==> config.mk <==
export PLATFORM = sky130hd
export DESIGN_NAME = wb_write_arbiter_flat
export DESIGN_NICKNAME = d
export VERILOG_FILES = /design/src/rtl/wb_write_arbiter_if.sv /design/src/rtl/wb_write_arbiter.sv /design/src/flat_wrapper.sv
export SDC_FILE = /design/constraint.sdc
export NUM_CORES = 1
export LEC_CHECK = 0
export CORE_AREA = 4 4 158 99
export CTS_CLUSTER_SIZE = 16
export DETAILED_ROUTE_END_ITERATION = 10
export DIE_AREA = 0 0 162 103
export PLACE_DENSITY = 0.76
export SLEW_MARGIN = 20
export SYNTH_ARGS = -nofsm -noshare
export SYNTH_HDL_FRONTEND = slang
export SYNTH_SLANG_ARGS = --single-unit
==> constraint.sdc <==
create_clock -name clk -period 2.9 [get_ports clk]
set_input_delay 0.87 -clock clk [delete_from_list [all_inputs] [get_ports clk]]
set_output_delay 0.87 -clock clk [all_outputs]
set_load 0.01 [all_outputs]
==> src/rtl/wb_write_arbiter_if.sv <==
// ---------------------------------------------------------------------------
// wb_write_arbiter_if
// Bundles the register-file write-port traffic around wb_write_arbiter.
//   ALU side     : alu_valid, alu_rd[4:0], alu_data[31:0]
//   Load side    : ld_valid, ld_ready, ld_rd[4:0], ld_data[31:0]
//   Issue side   : iss_valid, iss_rd[4:0]
//   Write port   : RegWrite, wr_addr[4:0], wr_data[31:0]
//   Status       : busy_mask[31:0], alu_stall, proto_err
// modport master : the pipeline/upstream logic that feeds the arbiter
// modport slave  : the arbiter itself
// ---------------------------------------------------------------------------
interface wb_write_arbiter_if;
    logic        alu_valid;
    logic [4:0]  alu_rd;
    logic [31:0] alu_data;

    logic        ld_valid;
    logic        ld_ready;
    logic [4:0]  ld_rd;
    logic [31:0] ld_data;

    logic        iss_valid;
    logic [4:0]  iss_rd;

    logic        RegWrite;
    logic [4:0]  wr_addr;
    logic [31:0] wr_data;

    logic [31:0] busy_mask;
    logic        alu_stall;
    logic        proto_err;

    modport master (
        output alu_valid, alu_rd, alu_data,
        output ld_valid, ld_rd, ld_data,
        output iss_valid, iss_rd,
        input  ld_ready,
        input  RegWrite, wr_addr, wr_data,
        input  busy_mask, alu_stall, proto_err
    );

    modport slave (
        input  alu_valid, alu_rd, alu_data,
        input  ld_valid, ld_rd, ld_data,
        input  iss_valid, iss_rd,
        output ld_ready,
        output RegWrite, wr_addr, wr_data,
        output busy_mask, alu_stall, proto_err
    );
endinterface

==> src/rtl/wb_write_arbiter.sv <==
// ---------------------------------------------------------------------------
// wb_write_arbiter
// Merges single-cycle ALU results and buffered, variable-latency load results
// into the single register-file write port (one write per clock). ALU results
// have priority; a starvation counter raises alu_stall so buffered loads
// always retire. A pending-load scoreboard (busy_mask) feeds hazard logic.
// Ports:
//   clk   : clock, all state on rising edge
//   reset : synchronous, active-low
//   bus   : wb_write_arbiter_if.slave (ALU, load, issue, write port, status)
// ---------------------------------------------------------------------------
module wb_write_arbiter #(
    parameter int LD_DEPTH   = 2,
    parameter int STARVE_MAX = 4
) (
    input  logic              clk,
    input  logic              reset,
    wb_write_arbiter_if.slave bus
);
    localparam int DATA_W = 32;
    localparam int PW     = $clog2(LD_DEPTH);
    localparam int CW     = PW + 1;
    localparam int SW     = $clog2(STARVE_MAX + 1);
    localparam logic [CW-1:0] FULL_CNT   = CW'(LD_DEPTH);
    localparam logic [SW-1:0] STARVE_TOP = SW'(STARVE_MAX);

    // load-result FIFO storage (data path, never reset)
    logic [4:0]        fifo_rd   [LD_DEPTH];
    logic [DATA_W-1:0] fifo_data [LD_DEPTH];

    logic [PW-1:0] head_ptr;
    logic [PW-1:0] tail_ptr;
    logic [CW-1:0] fill;
    logic [SW-1:0] starve;
    logic          stall;
    logic          perr;
    logic [31:0]   busy;

    logic          empty;
    logic          full;
    logic          push;
    logic          pop;
    logic [31:0]   set_mask;
    logic [31:0]   clr_mask;
    logic [31:0]   busy_next;
    logic [SW-1:0] starve_next;
    logic          stall_next;

    logic              wr_vld_p0;
    logic [4:0]        wr_addr_p0;
    logic [DATA_W-1:0] wr_data_p0;
    logic              wr_vld_p1;
    logic [4:0]        wr_addr_p1;
    logic [DATA_W-1:0] wr_data_p1;

    assign empty = (fill == '0);
    // Full blocks a push even when the head pops in the same cycle.
    assign full  = (fill == FULL_CNT);
    assign push  = bus.ld_valid & ~full;
    // ALU always wins the port; the FIFO head only drains on idle ALU cycles.
    assign pop   = ~bus.alu_valid & ~empty;

    // ---- stage p0: select the write source ----
    always_comb begin
        wr_vld_p0  = 1'b0;
        wr_addr_p0 = wr_addr_p1;
        wr_data_p0 = wr_data_p1;
        if (bus.alu_valid) begin
            wr_vld_p0  = (bus.alu_rd != 5'd0);
            wr_addr_p0 = bus.alu_rd;
            wr_data_p0 = bus.alu_data;
        end else if (!empty) begin
            wr_vld_p0  = (fifo_rd[head_ptr] != 5'd0);
            wr_addr_p0 = fifo_rd[head_ptr];
            wr_data_p0 = fifo_data[head_ptr];
        end
    end

    // Scoreboard: set applied after clear so a same-register issue wins.
    always_comb begin
        set_mask  = bus.iss_valid ? (32'd1 << bus.iss_rd) : 32'd0;
        clr_mask  = pop ? (32'd1 << fifo_rd[head_ptr]) : 32'd0;
        busy_next = ((busy & ~clr_mask) | set_mask) & ~32'd1;
    end

    // Starvation: count head-waiting cycles; stall holds until the head pops.
    always_comb begin
        starve_next = starve;
        if (empty || pop) begin
            starve_next = '0;
        end else if (starve != STARVE_TOP) begin
            starve_next = starve + SW'(1);
        end
        stall_next = pop ? 1'b0 : (stall | (starve == STARVE_TOP));
    end

    // ---- stage p1: registered write port and control state ----
    always_ff @(posedge clk) begin
        if (!reset) begin
            head_ptr   <= '0;
            tail_ptr   <= '0;
            fill       <= '0;
            starve     <= '0;
            stall      <= 1'b0;
            perr       <= 1'b0;
            busy       <= '0;
            wr_vld_p1  <= 1'b0;
            wr_addr_p1 <= '0;
            wr_data_p1 <= '0;
        end else begin
            if (push) tail_ptr <= tail_ptr + PW'(1);
            if (pop)  head_ptr <= head_ptr + PW'(1);
            case ({push, pop})
                2'b10:   fill <= fill + CW'(1);
                2'b01:   fill <= fill - CW'(1);
                default: fill <= fill;
            endcase
            starve     <= starve_next;
            stall      <= stall_next;
            perr       <= perr | (bus.alu_valid & stall);
            busy       <= busy_next;
            wr_vld_p1  <= wr_vld_p0;
            wr_addr_p1 <= wr_addr_p0;
            wr_data_p1 <= wr_data_p0;
        end
    end

    always_ff @(posedge clk) begin
        if (push) begin
            fifo_rd[tail_ptr]   <= bus.ld_rd;
            fifo_data[tail_ptr] <= bus.ld_data;
        end
    end

    assign bus.ld_ready  = ~full;
    assign bus.RegWrite  = wr_vld_p1;
    assign bus.wr_addr   = wr_addr_p1;
    assign bus.wr_data   = wr_data_p1;
    assign bus.busy_mask = busy;
    assign bus.alu_stall = stall;
    assign bus.proto_err = perr;
endmodule

==> src/flat_wrapper.sv <==
// flat-port wrapper written by rule: the top's interface ports become plain ports
module wb_write_arbiter_flat 
#(
    parameter int LD_DEPTH   = 2,
    parameter int STARVE_MAX = 4
)
  (clk, reset, bus_alu_valid, bus_alu_rd, bus_alu_data, bus_ld_valid, bus_ld_rd, bus_ld_data, bus_iss_valid, bus_iss_rd, bus_ld_ready, bus_RegWrite, bus_wr_addr, bus_wr_data, bus_busy_mask, bus_alu_stall, bus_proto_err);
  wb_write_arbiter_if bus_i ();
  input  logic clk;
  input  logic reset;
  input wire logic [$bits(bus_i.alu_valid)-1:0] bus_alu_valid;
  input wire logic [$bits(bus_i.alu_rd)-1:0] bus_alu_rd;
  input wire logic [$bits(bus_i.alu_data)-1:0] bus_alu_data;
  input wire logic [$bits(bus_i.ld_valid)-1:0] bus_ld_valid;
  input wire logic [$bits(bus_i.ld_rd)-1:0] bus_ld_rd;
  input wire logic [$bits(bus_i.ld_data)-1:0] bus_ld_data;
  input wire logic [$bits(bus_i.iss_valid)-1:0] bus_iss_valid;
  input wire logic [$bits(bus_i.iss_rd)-1:0] bus_iss_rd;
  output wire logic [$bits(bus_i.ld_ready)-1:0] bus_ld_ready;
  output wire logic [$bits(bus_i.RegWrite)-1:0] bus_RegWrite;
  output wire logic [$bits(bus_i.wr_addr)-1:0] bus_wr_addr;
  output wire logic [$bits(bus_i.wr_data)-1:0] bus_wr_data;
  output wire logic [$bits(bus_i.busy_mask)-1:0] bus_busy_mask;
  output wire logic [$bits(bus_i.alu_stall)-1:0] bus_alu_stall;
  output wire logic [$bits(bus_i.proto_err)-1:0] bus_proto_err;
  assign bus_i.alu_valid = bus_alu_valid;
  assign bus_i.alu_rd = bus_alu_rd;
  assign bus_i.alu_data = bus_alu_data;
  assign bus_i.ld_valid = bus_ld_valid;
  assign bus_i.ld_rd = bus_ld_rd;
  assign bus_i.ld_data = bus_ld_data;
  assign bus_i.iss_valid = bus_iss_valid;
  assign bus_i.iss_rd = bus_iss_rd;
  assign bus_ld_ready = bus_i.ld_ready;
  assign bus_RegWrite = bus_i.RegWrite;
  assign bus_wr_addr = bus_i.wr_addr;
  assign bus_wr_data = bus_i.wr_data;
  assign bus_busy_mask = bus_i.busy_mask;
  assign bus_alu_stall = bus_i.alu_stall;
  assign bus_proto_err = bus_i.proto_err;
  wb_write_arbiter #(.LD_DEPTH(LD_DEPTH), .STARVE_MAX(STARVE_MAX)) u_core (.clk(clk), .reset(reset), .bus(bus_i));
endmodule
==> run metrics <==
internal power 4.796 mW; share of layout cells above drive strength 1 7.478%; GR Layer Usage met2 29.03%; number of remaining DRC errors 0; Setup Crit Path Kind reg -> out; clock network fraction of total power 31.8%; Net Sw Frac 30.69%; pin count of the biggest net entering global routing 82; pwr dens 814.1 mW/mm2; DR vias/cell 5.283; worst vdd ir 0.3516 mV; Die X 162 um; vias in the first global route 4,576; max capacitance violation total 0; antenna cells 0; H-tree levels 4; FF+latch count, synth 153; top_reg_cell synth dfxtp_1; Detail Route Antenna Nets 0; DP HPWL 10,660 um; CTS Hold Buffers Added 0; GRT overflow 0; GPL Wtd Cong 0.8493; Post-Syn Area per Cell 11.73 um2; Worst Setup Start Kind flop; worst reg2reg setup slack 0.72 ns; Setup Skew 0.01456 ns; initial antenna violation count 1; global-route wire length before repair 23,650 um; CORE AREA 0.01421 mm2; IO Pins 157; die area 0.01669 mm2; Netlist cell types 38; global routing usage on met1 24.96%; post-synthesis sequential area ratio 61.76%; cell count of the worst reg-to-reg path 4; Post-CTS Setup Inserts 0; CTS buffer count 17; top-count cell post-synth dfxtp_1; FP Rows 34; f_max 0.4059 GHz; CTS clk-pin slew, worst paths 0.07 ns; CTS tree yes; status complete, no violations; total length of routed wires 15,200 um; gr usage total 18.42%; Slew HR 49.01%; Critical Path RT 2.03 ns; Area growth, synth to finish 38.01%; Pins Over Slew Limit 0; Post-layout nets 756; CP Launch Point u_core.fill[0]$_SDFFE_PN0P_; Post-Syn Instances 525; port bufs 155; crit path capture bus_ld_ready; Clock Path Buffers 2; Yosys warning count 0; Synth async-reset ratio 0%; Leakage 2.931 nW; main area contributors after synthesis edfxtp_1 (36%), dfxtp_1 (26%), mux2i_1 (5.9%), a211o_1 (5.1%), a21boi_0 (4.5%); Place WS 0.4165 ns; sequential share of power 40.3%; Min Clock Period, post-route 2.464 ns; via count 4,649; drt wl/cell 17.27 um; Slew @ Worst Pin 0.7648 ns; 1st-iter DRT viols 410; combinational share of power 27.9%; First-pass DRT Iterations 5; share of the synthesized area in the top cell type 36.08%; final worst path period share 84.96%; type of the most critical hold path reg -> reg; Synth area leader edfxtp_1; Crit Path Max Fanout 5; P_sw 2.124 mW; Setup Viol. Count Final 0; Post-synth top cells dfxtp_1 (79), edfxtp_1 (74), nand2_1 (60), nor2_1 (46), a21boi_0 (37); Mapped Area 0.006158 mm2; Worst-Skew Late Latency 0.42 ns; Worst setup EP type output port; Fin Setup TNS 0 ns; busiest grt layer met2; Starting Density 43.34%; Setup WS post-layout 0.4362 ns; met3 global-route usage 5.833%; Hold Worst Slack 0.4760 ns; clock sink count 153; EDFF count, synth 74; # resized after CTS 0; data arrival time of the worst path 1.59 ns; clk root buf clkbuf_16; Final Hold Fails 0; syn nets 612; r2r endpoint u_core.bus.busy_mask[22]$_SDFF_PN0_; Die Y 103 um; RSZ-0062 raised after global routing false
==> layout make-up <==
type                            count  area, um2
Tap cell                          198      247.7
Fill cell                        1136       5709
Inverter                            3      11.26
Clock buffer                       17      425.4
Multi-Input combinational cell    332       2198
Timing Repair Buffer              162       1644
Sequential cell                   153       3805
Clock inverter                     15      167.7
==> cell families after synthesis <==
logic type / share of synthesized area (%)
adders and majority gates: 0.6096
AOI/OAI and AO/OA: 16.38
DFF: 61.76
and+or+nand+nor: 10.99
xor gates and xnor gates: 0.7111
other: 0.06089
buffers and inverters: 2.682
muxes: 6.806
==> through the flow <==
stage | util [%] | area (um2) | instances | power (mW)
after detailed placement | 55.64 | 7906 | 848 | 4.781
after global placement | 55.64 | 7906 | 848 | 4.701
after global routing | 59.82 | 8499 | 880 | 7.312
after CTS | 59.82 | 8499 | 880 | 6.985
after floorplan | - | 6161 | 525 | 4.061
final | 59.82 | 8499 | 880 | 6.920
==> state kept, by name, summed over array words and instances (netlist names), 2 cells and up, named ones only <==
signal,cells
u_core.starve,3
u_core.fill,2
u_core.fifo_rd,10
u_core.bus.wr_addr,5
u_core.fifo_data,64
u_core.bus.wr_data,32
u_core.bus.busy_mask,31
==> worst min path at each step <==
| stage | from | end | depth (start not counted) |
|---|---|---|---|
| after detailed placement | u_core.bus.busy_mask[26]$_SDFF_PN0_ | u_core.bus.busy_mask[26]$_SDFF_PN0_ | 2 |
| after floorplan | u_core.starve[1]$_SDFFE_PP0N_ | u_core.starve[1]$_SDFFE_PP0N_ | 2 |
| final | u_core.bus.busy_mask[26]$_SDFF_PN0_ | u_core.bus.busy_mask[26]$_SDFF_PN0_ | 2 |
| after global routing | u_core.bus.busy_mask[26]$_SDFF_PN0_ | u_core.bus.busy_mask[26]$_SDFF_PN0_ | 2 |
| after global placement | u_core.bus.busy_mask[26]$_SDFF_PN0_ | u_core.bus.busy_mask[26]$_SDFF_PN0_ | 2 |
| after CTS | u_core.bus.busy_mask[26]$_SDFF_PN0_ | u_core.bus.busy_mask[26]$_SDFF_PN0_ | 2 |
==> routing by layer <==
metal | part of all wire (%) | vias up
li1 | - | 2226
met1 | 45 | 2208
met2 | 45 | 200
met3 | 8.8 | 13
met4 | 0.74 | 2
met5 | 0.086 | -
==> cell usage in the layout (no fill, tap or decap), types with 10 or more instances in the layout <==
master and instances:
clkdlybuf4s50_1 153, dfxtp_1 78, edfxtp_1 74, nand2_1 60, nor2_1 45, a21boi_0 37, mux2i_1 36, a211o_1 36
o211ai_1 17, clkbuf_16 17, o21ai_0 16, a32o_1 13, nand3_1 10
==> power by group through the flow <==
stage	clock [mW]	combinational (mW)	sequential, mW
final	2.20	1.93	2.79
after global routing	2.34	2.15	2.82
after CTS	2.24	1.95	2.79
after detailed placement	0	1.94	2.84
after global placement	0	1.89	2.82
after floorplan	0	1.24	2.82
==> worst max-delay path, cell delays in order, from the launching register on <==
cell             delay [ns]
dfxtp_1                0.46
nand2b_1               0.18
clkdlybuf4s50_1        0.55
(Power assumes the default switching activity.)
